<file path="src/rtl/hex_display_scan.sv">
// Eight-digit multiplexed hex display scanner with shadow register, PWM dimming and registered outputs.
// Optional leading-zero blanking is compiled in with `define LEADING_ZERO_BLANK_EN.
module hex_display_scan #(
  parameter int unsigned CLK_DIV = 50000
) (
  input  logic        clock,
  input  logic        reset,
  input  logic [31:0] data_in,
  input  logic        load,
  input  logic        enable,
  input  logic [3:0]  bright,
  input  logic [7:0]  dp_mask,
  output logic [7:0]  an,
  output logic [6:0]  seg,
  output logic        dp,
  output logic [2:0]  digit_idx
);

  localparam logic [15:0] PRESC_LAST = 16'(CLK_DIV - 1);

  logic [31:0] shadow_q, shadow_d;
  logic [15:0] presc_q, presc_d;
  logic [3:0]  pwm_q, pwm_d;
  logic [2:0]  idx_q, idx_d;
  logic [3:0]  slot_nib_q, slot_nib_d;
  logic        slot_dp_q, slot_dp_d;
  logic        capt_pend_q, capt_pend_d;
  logic [7:0]  an_q, an_d;
  logic [6:0]  seg_q, seg_d;
  logic        dp_q, dp_d;
`ifdef LEADING_ZERO_BLANK_EN
  logic        blank_q, blank_d;
`endif

  logic [31:0] src;
  logic        wrap;
  logic        active;
  logic        blank_now;

  function automatic logic [6:0] decode(input logic [3:0] n);
    case (n)
      4'h0: decode = 7'b1000000;
      4'h1: decode = 7'b1111001;
      4'h2: decode = 7'b0100100;
      4'h3: decode = 7'b0110000;
      4'h4: decode = 7'b0011001;
      4'h5: decode = 7'b0010010;
      4'h6: decode = 7'b0000010;
      4'h7: decode = 7'b1111000;
      4'h8: decode = 7'b0000000;
      4'h9: decode = 7'b0010000;
      4'hA: decode = 7'b0001000;
      4'hB: decode = 7'b0000011;
      4'hC: decode = 7'b1000110;
      4'hD: decode = 7'b0100001;
      4'hE: decode = 7'b0000110;
      default: decode = 7'b0001110;
    endcase
  endfunction

  always_comb begin
    src         = load ? data_in : shadow_q;
    shadow_d    = src;
    presc_d     = presc_q;
    pwm_d       = pwm_q;
    idx_d       = idx_q;
    slot_nib_d  = slot_nib_q;
    slot_dp_d   = slot_dp_q;
    capt_pend_d = capt_pend_q;
    an_d        = '1;
    seg_d       = '1;
    dp_d        = 1'b1;
    wrap        = 1'b0;
    active      = 1'b0;
    blank_now   = 1'b0;
`ifdef LEADING_ZERO_BLANK_EN
    blank_d     = blank_q;
`endif
    if (enable) begin
      wrap        = (presc_q == PRESC_LAST);
      presc_d     = wrap ? '0 : presc_q + 16'd1;
      idx_d       = wrap ? idx_q + 3'd1 : idx_q;
      pwm_d       = pwm_q + 4'd1;
      capt_pend_d = 1'b0;
      // Slot contents follow the next digit index so the new digit is shown on the capture edge itself.
      if (wrap || capt_pend_q) begin
        slot_nib_d = src[{idx_d, 2'b00} +: 4];
        slot_dp_d  = dp_mask[idx_d];
`ifdef LEADING_ZERO_BLANK_EN
        blank_d    = (idx_d != 3'd0) && ((src >> {idx_d, 2'b00}) == '0) && !dp_mask[idx_d];
`endif
      end
`ifdef LEADING_ZERO_BLANK_EN
      blank_now = blank_d;
`endif
      active = (bright == 4'hF) || (pwm_q < bright);
      if (!blank_now) begin
        seg_d = decode(slot_nib_d);
        if (active) an_d = ~(8'b1 << idx_d);
        dp_d = !(slot_dp_d && active);
      end
    end
  end

  always_ff @(posedge clock) begin
    if (reset) begin
      shadow_q    <= '0;
      presc_q     <= '0;
      pwm_q       <= '0;
      idx_q       <= '0;
      slot_nib_q  <= '0;
      slot_dp_q   <= 1'b0;
      capt_pend_q <= 1'b1;
      an_q        <= '1;
      seg_q       <= '1;
      dp_q        <= 1'b1;
`ifdef LEADING_ZERO_BLANK_EN
      blank_q     <= 1'b0;
`endif
    end else begin
      shadow_q    <= shadow_d;
      presc_q     <= presc_d;
      pwm_q       <= pwm_d;
      idx_q       <= idx_d;
      slot_nib_q  <= slot_nib_d;
      slot_dp_q   <= slot_dp_d;
      capt_pend_q <= capt_pend_d;
      an_q        <= an_d;
      seg_q       <= seg_d;
      dp_q        <= dp_d;
`ifdef LEADING_ZERO_BLANK_EN
      blank_q     <= blank_d;
`endif
    end
  end

  assign an        = an_q;
  assign seg       = seg_q;
  assign dp        = dp_q;
  assign digit_idx = idx_q;

endmodule

</file>
<file path="config.mk">
export PLATFORM = sky130hd
export DESIGN_NAME = hex_display_scan
export DESIGN_NICKNAME = d
export VERILOG_FILES = /design/src/rtl/hex_display_scan.sv
export SDC_FILE = /design/constraint.sdc
export NUM_CORES = 1
export LEC_CHECK = 0
export CAP_MARGIN = 40
export CORE_ASPECT_RATIO = 0.6
export CORE_MARGIN = 2
export CORE_UTILIZATION = 37
export DETAILED_ROUTE_END_ITERATION = 12
export PLACE_DENSITY = 0.66
export SLEW_MARGIN = 20
export SYNTH_ARGS = -nofsm -noshare
export SYNTH_HDL_FRONTEND = slang
export SYNTH_SLANG_ARGS = --single-unit
</file>
<file path="constraint.sdc">
create_clock -name clock -period 5.3 [get_ports clock]
set_input_delay 1.06 -clock clock [delete_from_list [all_inputs] [get_ports clock]]
set_output_delay 1.06 -clock clock [all_outputs]
set_load 0.01 [all_outputs]
</file>
==> results.py, run 1 <==
metrics = {
    "routing": {
        "drc": 0,
        "dr_total_vias": 3231,
        "drt_pass1_iterations": 4,
        "antenna_left": 0,
        "wl_per_cell_um": 15.07,
        "via_per_inst": 5.153,
        "totalWireLength_um": 9448,
        "drt_iter0_markers": 212,
    },
    "synth": {
        "synthFlopType": "dfxtp_1",
        "syn_area_um2": 3767,
        "yosys_warnings": 0,
        "synthArstFlopShare": 0,
        "yosysTopAreaCell": "dfxtp_1",
        "syn_nets": 485,
        "synth_edf_count": 0,
        "synthCells": 425,
        "synth.area.top_cells": "dfxtp_1, mux2i_1, nor2_1",
        "synth_most_common_cell": "dfxtp_1",
        "synth_top_area_share": 0.4092,
        "synth-seq-cells": 77,
        "synth_commonest_cells": "dfxtp_1, nor2_1, mux2i_1",
        "avgSynthCellArea_um2": 8.864,
        "yosysSeqAreaShare": 0.4092,
        "synth_cell_types": 53,
    },
    "placed_design": {
        "dp_hpwl_um": 7104,
        "port_buffers": 66,
        "place_congestion": 0.8511,
    },
    "timing": {
        "min_period_ps": 3966,
        "slew-limit-headroom": 0.4774,
        "worst_pin_slew_ps": 781.4,
        "finalCritPeriodShare": 0.7483,
        "rsz0062_at_grt": "false",
        "setup-violations-final": 0,
        "fin_skew_ps": 4.626,
        "slew_violations": 0,
        "final.setup.tns_ps": 0,
        "fmax_mhz": 252.1,
        "finalHoldViolations": 0,
    },
    "clock_network": {
        "clock_sinks": 77,
        "holdBufCountCts": 0,
        "cts_resized": 0,
        "clk_latency_ps": 330,
        "root_buffer": "clkbuf_16",
        "cts_made_buffers": 9,
        "cts_tree": "built",
        "cts_setup_buffers": 0,
        "path_clk_slew_ps": 60,
        "htreeDepth": 3,
        "cts.path.max_buffers": 2,
    },
    "floorplanning": {
        "row_count": 28,
        "core-area_um2": 9879,
        "fp.dieW_um": 134.3,
        "dieArea_um2": 11030,
        "die_y_um": 82.16,
        "ios": 67,
        "initial_core_util": 0.3813,
    },
    "finish": {
        "areaGrowthSynthToFinish_pct": 29.29,
        "diodes": 0,
        "post-route-util": 0.4930,
        "final_layout_size_suffix_gt1_frac": 0.07114,
        "num-nets-final": 547,
    },
    "worst_setup_path": {
        "end_kind": "flip-flop",
        "cp.arrival_ps": 4180,
        "start_kind": "flip-flop",
        "crit_required_ps": 5520,
        "crit_type": "reg2reg",
        "cp_max_fo": 11,
    },
    "global_routing": {
        "grt_pass1_wl_um": 15600,
        "antenna_found_initial": 0,
        "grtUsageTotal": 0.1842,
        "overflow": 0,
        "grt_max_degree": 35,
        "grt_pass1_vias": 3083,
    },
    "power": {
        "total_power_mw": 1.464,
        "powerDensity_nw_per_um2": 300.5,
        "irDropWorstVdd_mv": 0.1564,
        "cellLeakagePower_nw": 1.941,
    },
    "outcome": {
        "status": "completed",
    },
    "run": {
        "cap_viol_max_count": 0,
    },
    "hold_path": {
        "hp-class": "reg2reg",
    },
}
[power by group]
group | internal, mW | switching (mW) | total (mW)
Sequential | 0.606 | 0.0113 | 0.617
Combinational | 0.0938 | 0.0918 | 0.186
Clock | 0.436 | 0.225 | 0.661
[cells by family after synthesis]
| logic type | after synthesis | share of synthesized area |
|---|---|---|
| buffers and inverters | 34 | 0.03786 |
| multiplexers | 52 | 0.1405 |
| flip-flops | 77 | 0.4092 |
| AND/OR/NAND/NOR | 168 | 0.2149 |
| XOR/XNOR | 17 | 0.03952 |
| AO/OA/AOI/OAI | 65 | 0.1182 |
| adder cells (fa/ha/maj) | 12 | 0.03985 |
[placed cells by master, fill, tap and decap left out, drive strengths merged, types with 12 or more instances in the layout]
master and n:
ha 12, nor2 68, clkbuf 13, clkdlybuf4s50 65
mux2i 45, dfxtp 77, nand2 37, a21oi 14
inv 12, xor2 14
[state kept, by name (all words and copies together), names as in the netlist]
register	count
shadow_q	32
presc_q	16
an	8
seg	7
pwm_q	4
slot_nib_q	4
digit_idx	3
capt_pend_q	1
dp	1
slot_dp_q	1
[area by class of cell]
class | count | area [um^2]
tap | 135 | 168.9
clock buffer | 12 | 256.5
inverter | 12 | 45.04
clock inverter | 4 | 70.07
multi-input combinational | 314 | 2083
sequential | 77 | 1541
timing repair buffer | 73 | 705.7
fill | 939 | 5009
[metrics by stage]
step	cell area, um^2	hold WS (ps)	setup slack [ps]	std cells
after detailed placement	4532	454.3	925.7	609
final	4871	465.6	1334	627
after global placement	4532	445.3	1129	609
after CTS	4858	462.1	924.3	625
after global routing	4871	476.8	1043	627
after floorplan	3767	436.7	1250	425
[final timing paths]
kind	depth (start not counted)	end	from	slack, ps
worst max-delay path	13	seg[6]$_SDFF_PP1_	presc_q[0]$_SDFFE_PP0P_	1330
worst min-delay path	2	slot_nib_q[2]$_SDFFE_PP0P_	slot_nib_q[2]$_SDFFE_PP0P_	470
worst max register to register	13	seg[6]$_SDFF_PP1_	presc_q[0]$_SDFFE_PP0P_	1330
worst min register to register	2	slot_nib_q[2]$_SDFFE_PP0P_	slot_nib_q[2]$_SDFFE_PP0P_	470
[critical path, stage by stage, from the launching register on]
cell,delay [ps]
dfxtp_1,420
ha_1,280
nand4_1,170
nor4_4,710
mux2i_1,540
nor2_1,100
a221oi_1,270
a31oi_1,140
o31ai_1,70
buf_2,230
inv_1,100
ha_1,230
mux2_1,290
a221o_1,290
[metal layers]
metal,global-route usage,vias up,part of all wire
li1,-,1609,-
met1,0.2564,1525,0.52
met2,0.2842,93,0.41
met3,0.05311,4,0.064
met4,0.04211,0,0.0037
met5,0,-,0
Note: power is estimated with default switching activity, not from simulation.
==> run 2, diff against run 1 <==
Clock period 5.3 ns to 4 ns, I/O delays scaled along.
==> run 2 against run 1 <==
Effect of this change: clock power rose by 36%; fmax rose by 6.0%; non-clock buffer count rose by 12; critical path type unchanged; global-route usage rose by 0.17 points.
==> results.py, run 2 (same netlist as run 1, synthesis figures left out) <==
metrics = {
    "worst_setup_path": {
        "timing.rr.end": "seg[6]$_SDFF_PP1_",
        "cp-startpoint": "presc_q[4]$_SDFFE_PP0P_",
        "start_kind": "flip-flop",
        "r2r_cells": 12,
        "end_kind": "flip-flop",
        "cp_max_fo": 7,
        "crit_type": "reg2reg",
        "crit_end": "seg[6]$_SDFF_PP1_",
        "cp.arrival_ps": 3970,
        "crit_required_ps": 4230,
        "r2r_setup_slack_ps": 260,
        "reg2reg_from": "presc_q[4]$_SDFFE_PP0P_",
    },
    "power": {
        "irDropWorstVdd_mv": 0.2011,
        "cellLeakagePower_nw": 2.004,
        "powerDensity_nw_per_um2": 395.4,
    },
    "finish": {
        "post-route-util": 0.5037,
        "n_fill_cell": 932,
        "largest_reg_flops": 32,
        "diodes": 0,
        "largest_register": "shadow_q",
        "final_layout_size_suffix_gt1_frac": 0.09722,
        "multi_input_area_um2": 2088,
        "seq_area_um2": 1541,
        "final_cell_mix": "dfxtp_1, nor2_1, clkdlybuf4s50_1",
        "num-nets-final": 559,
        "areaGrowthSynthToFinish_pct": 32.08,
        "layout_commonest_cell": "dfxtp_1",
        "instances_no_fill": 639,
    },
    "timing": {
        "finalHoldViolations": 0,
        "final.setup.tns_ps": 0,
        "fin_skew_ps": 5.961,
        "finalCritPeriodShare": 0.9357,
        "fmax_mhz": 267.2,
        "setup-violations-final": 0,
        "slew-limit-headroom": 0.5814,
        "worst_pin_slew_ps": 624.2,
        "worst_slack_ps": 257.3,
        "slew_violations": 0,
        "min_period_ps": 3743,
        "rsz0062_at_grt": "false",
    },
    "routing": {
        "drt_pass1_iterations": 5,
        "drc": 0,
        "drt_iter0_markers": 229,
        "dr_total_vias": 3258,
        "via_per_inst": 5.099,
        "wl_per_cell_um": 14.96,
        "totalWireLength_um": 9561,
        "antenna_left": 0,
    },
    "clock_network": {
        "cts.path.max_buffers": 2,
        "path_clk_slew_ps": 60,
        "cts_tree": "built",
        "clock_sinks": 77,
        "cts_made_buffers": 9,
        "holdBufCountCts": 0,
        "root_buffer": "clkbuf_16",
        "clk_latency_ps": 340,
        "htreeDepth": 3,
    },
    "placed_design": {
        "place_congestion": 0.8563,
        "port_buffers": 66,
        "dp_cells": 619,
        "dp_hpwl_um": 7046,
        "dp_slack_ps": 3.755,
    },
    "floorplanning": {
        "core-area_um2": 9879,
        "initial_core_util": 0.3813,
        "row_count": 28,
        "dieArea_um2": 11030,
        "fp.dieW_um": 134.3,
        "die_y_um": 82.16,
        "ios": 67,
    },
    "global_routing": {
        "grt_pass1_vias": 3138,
        "grtUsageTotal": 0.1859,
        "overflow": 0,
        "grt_pass1_wl_um": 15710,
        "grt_max_degree": 48,
        "antenna_found_initial": 0,
    },
    "run": {
        "cap_viol_max_count": 0,
    },
    "hold_path": {
        "hp-class": "reg2reg",
    },
    "outcome": {
        "status": "completed",
    },
}
run 2: cell count changes in the layout (fill, tap and decap cells not counted), sizes merged:
cell      before  now
inv           12   13
clkinv         2    1
buf            7   19
clkbuf        13   12
clkinvlp       0    1
run 2: how the worst min path moves through the flow:
| stage | from | endpoint | slack, ps | depth (start not counted) |
|---|---|---|---|---|
| 6_report | slot_nib_q[2]$_SDFFE_PP0P_ | slot_nib_q[2]$_SDFFE_PP0P_ | 460 | 2 |
| 2_1_floorplan | slot_nib_q[2]$_SDFFE_PP0P_ | slot_nib_q[2]$_SDFFE_PP0P_ | 440 | 2 |
| 4_1_cts | slot_nib_q[2]$_SDFFE_PP0P_ | slot_nib_q[2]$_SDFFE_PP0P_ | 460 | 2 |
| 5_1_grt | slot_nib_q[2]$_SDFFE_PP0P_ | slot_nib_q[2]$_SDFFE_PP0P_ | 480 | 2 |
| 3_5_place_dp | slot_nib_q[2]$_SDFFE_PP0P_ | slot_nib_q[2]$_SDFFE_PP0P_ | 450 | 2 |
| 3_3_place_gp | slot_nib_q[2]$_SDFFE_PP0P_ | slot_nib_q[2]$_SDFFE_PP0P_ | 440 | 2 |
run 2: layer usage:
| metal | track usage | vias up | part of all wire |
|---|---|---|---|
| met1 | 0.2547 | 1510 | 0.49 |
| li1 | - | 1635 | - |
| met2 | 0.2816 | 103 | 0.42 |
| met5 | 0 | - | 0 |
| met3 | 0.05433 | 10 | 0.078 |
| met4 | 0.06421 | 0 | 0.013 |
run 2: timing repair:
| item | CTS | global route |
|---|---|---|
| resized for setup | 1 | 0 |
| setup endpoints to repair | 1 | 1 |
| pin swaps | 0 | 1 |
| setup buffers | 0 | 3 |
run 2: critical path, cell delays in order (launching register included):
cell and delay [ps]:
dfxtp_1 340, or4b_4 560, nor4_4 420, buf_4 230, mux2i_1 270, nor2_1 70, a221oi_1 320, a31oi_1 160
o31ai_2 190, inv_1 210, ha_1 280, mux2_1 300, a221o_1 290
run 2: through the flow:
step	hold slack, ps	power, mW	instance area (um^2)
2_1_floorplan	436.7	0.9747	3767
3_3_place_gp	444.1	1.072	4607
3_5_place_dp	454.4	1.081	4607
4_1_cts	462.3	1.990	4946
5_1_grt	482.4	2.055	4976
6_report	459.2	1.968	4976
run 2: area by class of cell:
class | count | area share
multi-input cells | 314 | 0.4197
flip-flops and latches | 77 | 0.3098
repair buffers | 85 | 0.1604
clock buffers | 11 | 0.05079
well taps | 135 | 0.03395
clock inverters | 5 | 0.01634
inverters | 12 | 0.009052
run 2: power by group:
| group | internal (mW) | leakage [nW] | switching [mW] |
|---|---|---|---|
| sequential | 0.802 | 0.631 | 0.0145 |
| clock | 0.581 | 0.162 | 0.319 |
| combinational | 0.127 | 1.21 | 0.124 |
==> run 3, diff against run 2 <==
Settings changed: CTS_CLUSTER_SIZE set to 24, PLACE_DENSITY 0.66 to unset.
==> run 3 against run 2 <==
Effect of this change: count of clock-buffer cells in the layout down 1; clock power down 0.6%; wire length about the same; cell area down 0.68%; worst setup slack better by 45 ps; die area unchanged; fmax up 1.2%; critical endpoint unchanged; largest cell class unchanged; highest routed layer unchanged.
==> results.py, run 3 (same netlist as run 1, synthesis figures left out) <==
metrics = {
    "outcome": {
        "status": "completed",
    },
    "global_routing": {
        "grt_max_degree": 50,
        "grtUsageTotal": 0.1795,
        "grt_pass1_wl_um": 15020,
        "antenna_found_initial": 0,
        "grt_pass1_vias": 2968,
        "overflow": 0,
    },
    "worst_setup_path": {
        "crit_family": "compound AO/OA/AOI/OAI gates",
        "end_kind": "flip-flop",
        "crit_required_ps": 4220,
        "critPathMostFrequentCell": "ha_1",
        "cp.arrival_ps": 3920,
        "r2r_setup_slack_ps": 300,
        "crit_type": "reg2reg",
        "path_cells": "ha_1, nand4_1, nor4_4, buf_12, mux2i_1, nor2_1, a221oi_1, a31oi_1, o31ai_2, inv_1, ha_1, mux2_1, a221o_1",
        "start_kind": "flip-flop",
        "worst-path-buf-inv": 2,
        "cp_max_fo": 28,
        "crit_slowest_cell": "dfxtp_1",
        "slowest_delay_ps": 440,
    },
    "clock_network": {
        "cts_made_buffers": 9,
        "path_clk_slew_ps": 60,
        "cts.path.max_buffers": 2,
        "root_buffer": "clkbuf_16",
        "htreeDepth": 3,
        "clock_sinks": 77,
        "clk_latency_ps": 340,
        "holdBufCountCts": 0,
        "cts_tree": "built",
    },
    "timing": {
        "final.setup.tns_ps": 0,
        "min_period_ps": 3698,
        "rsz0062_at_grt": "false",
        "setup-violations-final": 0,
        "worst_pin_slew_ps": 922.7,
        "fmax_mhz": 270.4,
        "slew-limit-headroom": 0.3822,
        "slew_violations": 0,
        "finalHoldViolations": 0,
        "whs_ps": 467.7,
        "fin_skew_ps": 8.444,
        "finalCritPeriodShare": 0.9244,
    },
    "routing": {
        "drt_pass1_iterations": 5,
        "antenna_left": 0,
        "totalWireLength_um": 9562,
        "drc": 0,
        "drt_iter0_markers": 251,
        "via_per_inst": 5.092,
        "dr_total_vias": 3223,
        "wl_per_cell_um": 15.11,
    },
    "floorplanning": {
        "ios": 67,
        "core-area_um2": 9879,
        "die_y_um": 82.16,
        "dieArea_um2": 11030,
        "initial_core_util": 0.3813,
        "fp.dieW_um": 134.3,
        "row_count": 28,
    },
    "finish": {
        "largest_register": "shadow_q",
        "largest_reg_flops": 32,
        "areaGrowthSynthToFinish_pct": 31.19,
        "diodes": 0,
        "final_cell_mix": "dfxtp_1, nor2_1, clkdlybuf4s50_1",
        "layout_commonest_cell": "dfxtp_1",
        "num-nets-final": 553,
        "post-route-util": 0.5003,
        "final_layout_size_suffix_gt1_frac": 0.08635,
    },
    "placed_design": {
        "port_buffers": 66,
        "place_congestion": 0.8737,
        "dp_hpwl_um": 6895,
    },
    "power": {
        "irDropWorstVdd_mv": 0.2538,
        "cellLeakagePower_nw": 1.972,
        "powerDensity_nw_per_um2": 396.7,
    },
    "run": {
        "cap_viol_max_count": 0,
    },
    "hold_path": {
        "hp-class": "reg2reg",
    },
}
run 3: power by group:
part / internal [mW] / switching, mW / total (mW) / leakage [nW]
registers: 0.802 / 0.0161 / 0.818 / 0.631
logic: 0.128 / 0.119 / 0.247 / 1.18
clock network: 0.567 / 0.328 / 0.895 / 0.159
run 3: metal layers:
metal / track usage / wire length [um]
met3: 0.04945 / 607
met4: 0.05474 / 88
met5: 0 / 0
met1: 0.2545 / 4829
met2: 0.2658 / 4037
run 3: layout make-up:
| cell class | instances | area (um^2) |
|---|---|---|
| fillers | 952 | 4937 |
| multi-input cells | 314 | 2088 |
| flip-flops and latches | 77 | 1541 |
| repair buffers | 79 | 765.7 |
| clock buffers | 10 | 239.0 |
| well taps | 135 | 168.9 |
| clock inverters | 6 | 93.84 |
| inverters | 12 | 45.04 |
run 3: metrics by stage:
step                      instance area, um^2  instances  setup slack (ps)  total power [mW]
final                                    4942        633             302.4             1.960
after global routing                     4942        633             93.61             2.039
after CTS                                4915        630             99.20             1.979
after detailed placement                 4582        614             168.7             1.075
after global placement                   4582        614             317.1             1.071
after floorplan                          3767        425             209.7            0.9747
run 3: worst register-to-register path, cell delays in order, from the launching register on:
cell      delay [ps]
dfxtp_1          440
ha_1             300
nand4_1          220
nor4_4           400
buf_12           220
mux2i_1          350
nor2_1            90
a221oi_1         250
a31oi_1          150
o31ai_2          160
inv_1            170
ha_1             260
mux2_1           280
a221o_1          290
run 3: path summary, 6_finish.rpt:
| path | startpoint | end | depth (start not counted) |
|---|---|---|---|
| min | slot_nib_q[2]$_SDFFE_PP0P_ | slot_nib_q[2]$_SDFFE_PP0P_ | 2 |
| max reg2reg | presc_q[0]$_SDFFE_PP0P_ | seg[6]$_SDFF_PP1_ | 13 |
| min reg2reg | slot_nib_q[2]$_SDFFE_PP0P_ | slot_nib_q[2]$_SDFFE_PP0P_ | 2 |
| max | presc_q[0]$_SDFFE_PP0P_ | seg[6]$_SDFF_PP1_ | 13 |
run 3: repair_timing:
action / in CTS / in global routing
setup buffers: 0 / 3
endpoints found under the setup margin: 0 / 3
gates resized for setup: 0 / 1
hold endpoints to repair: 0 / 0
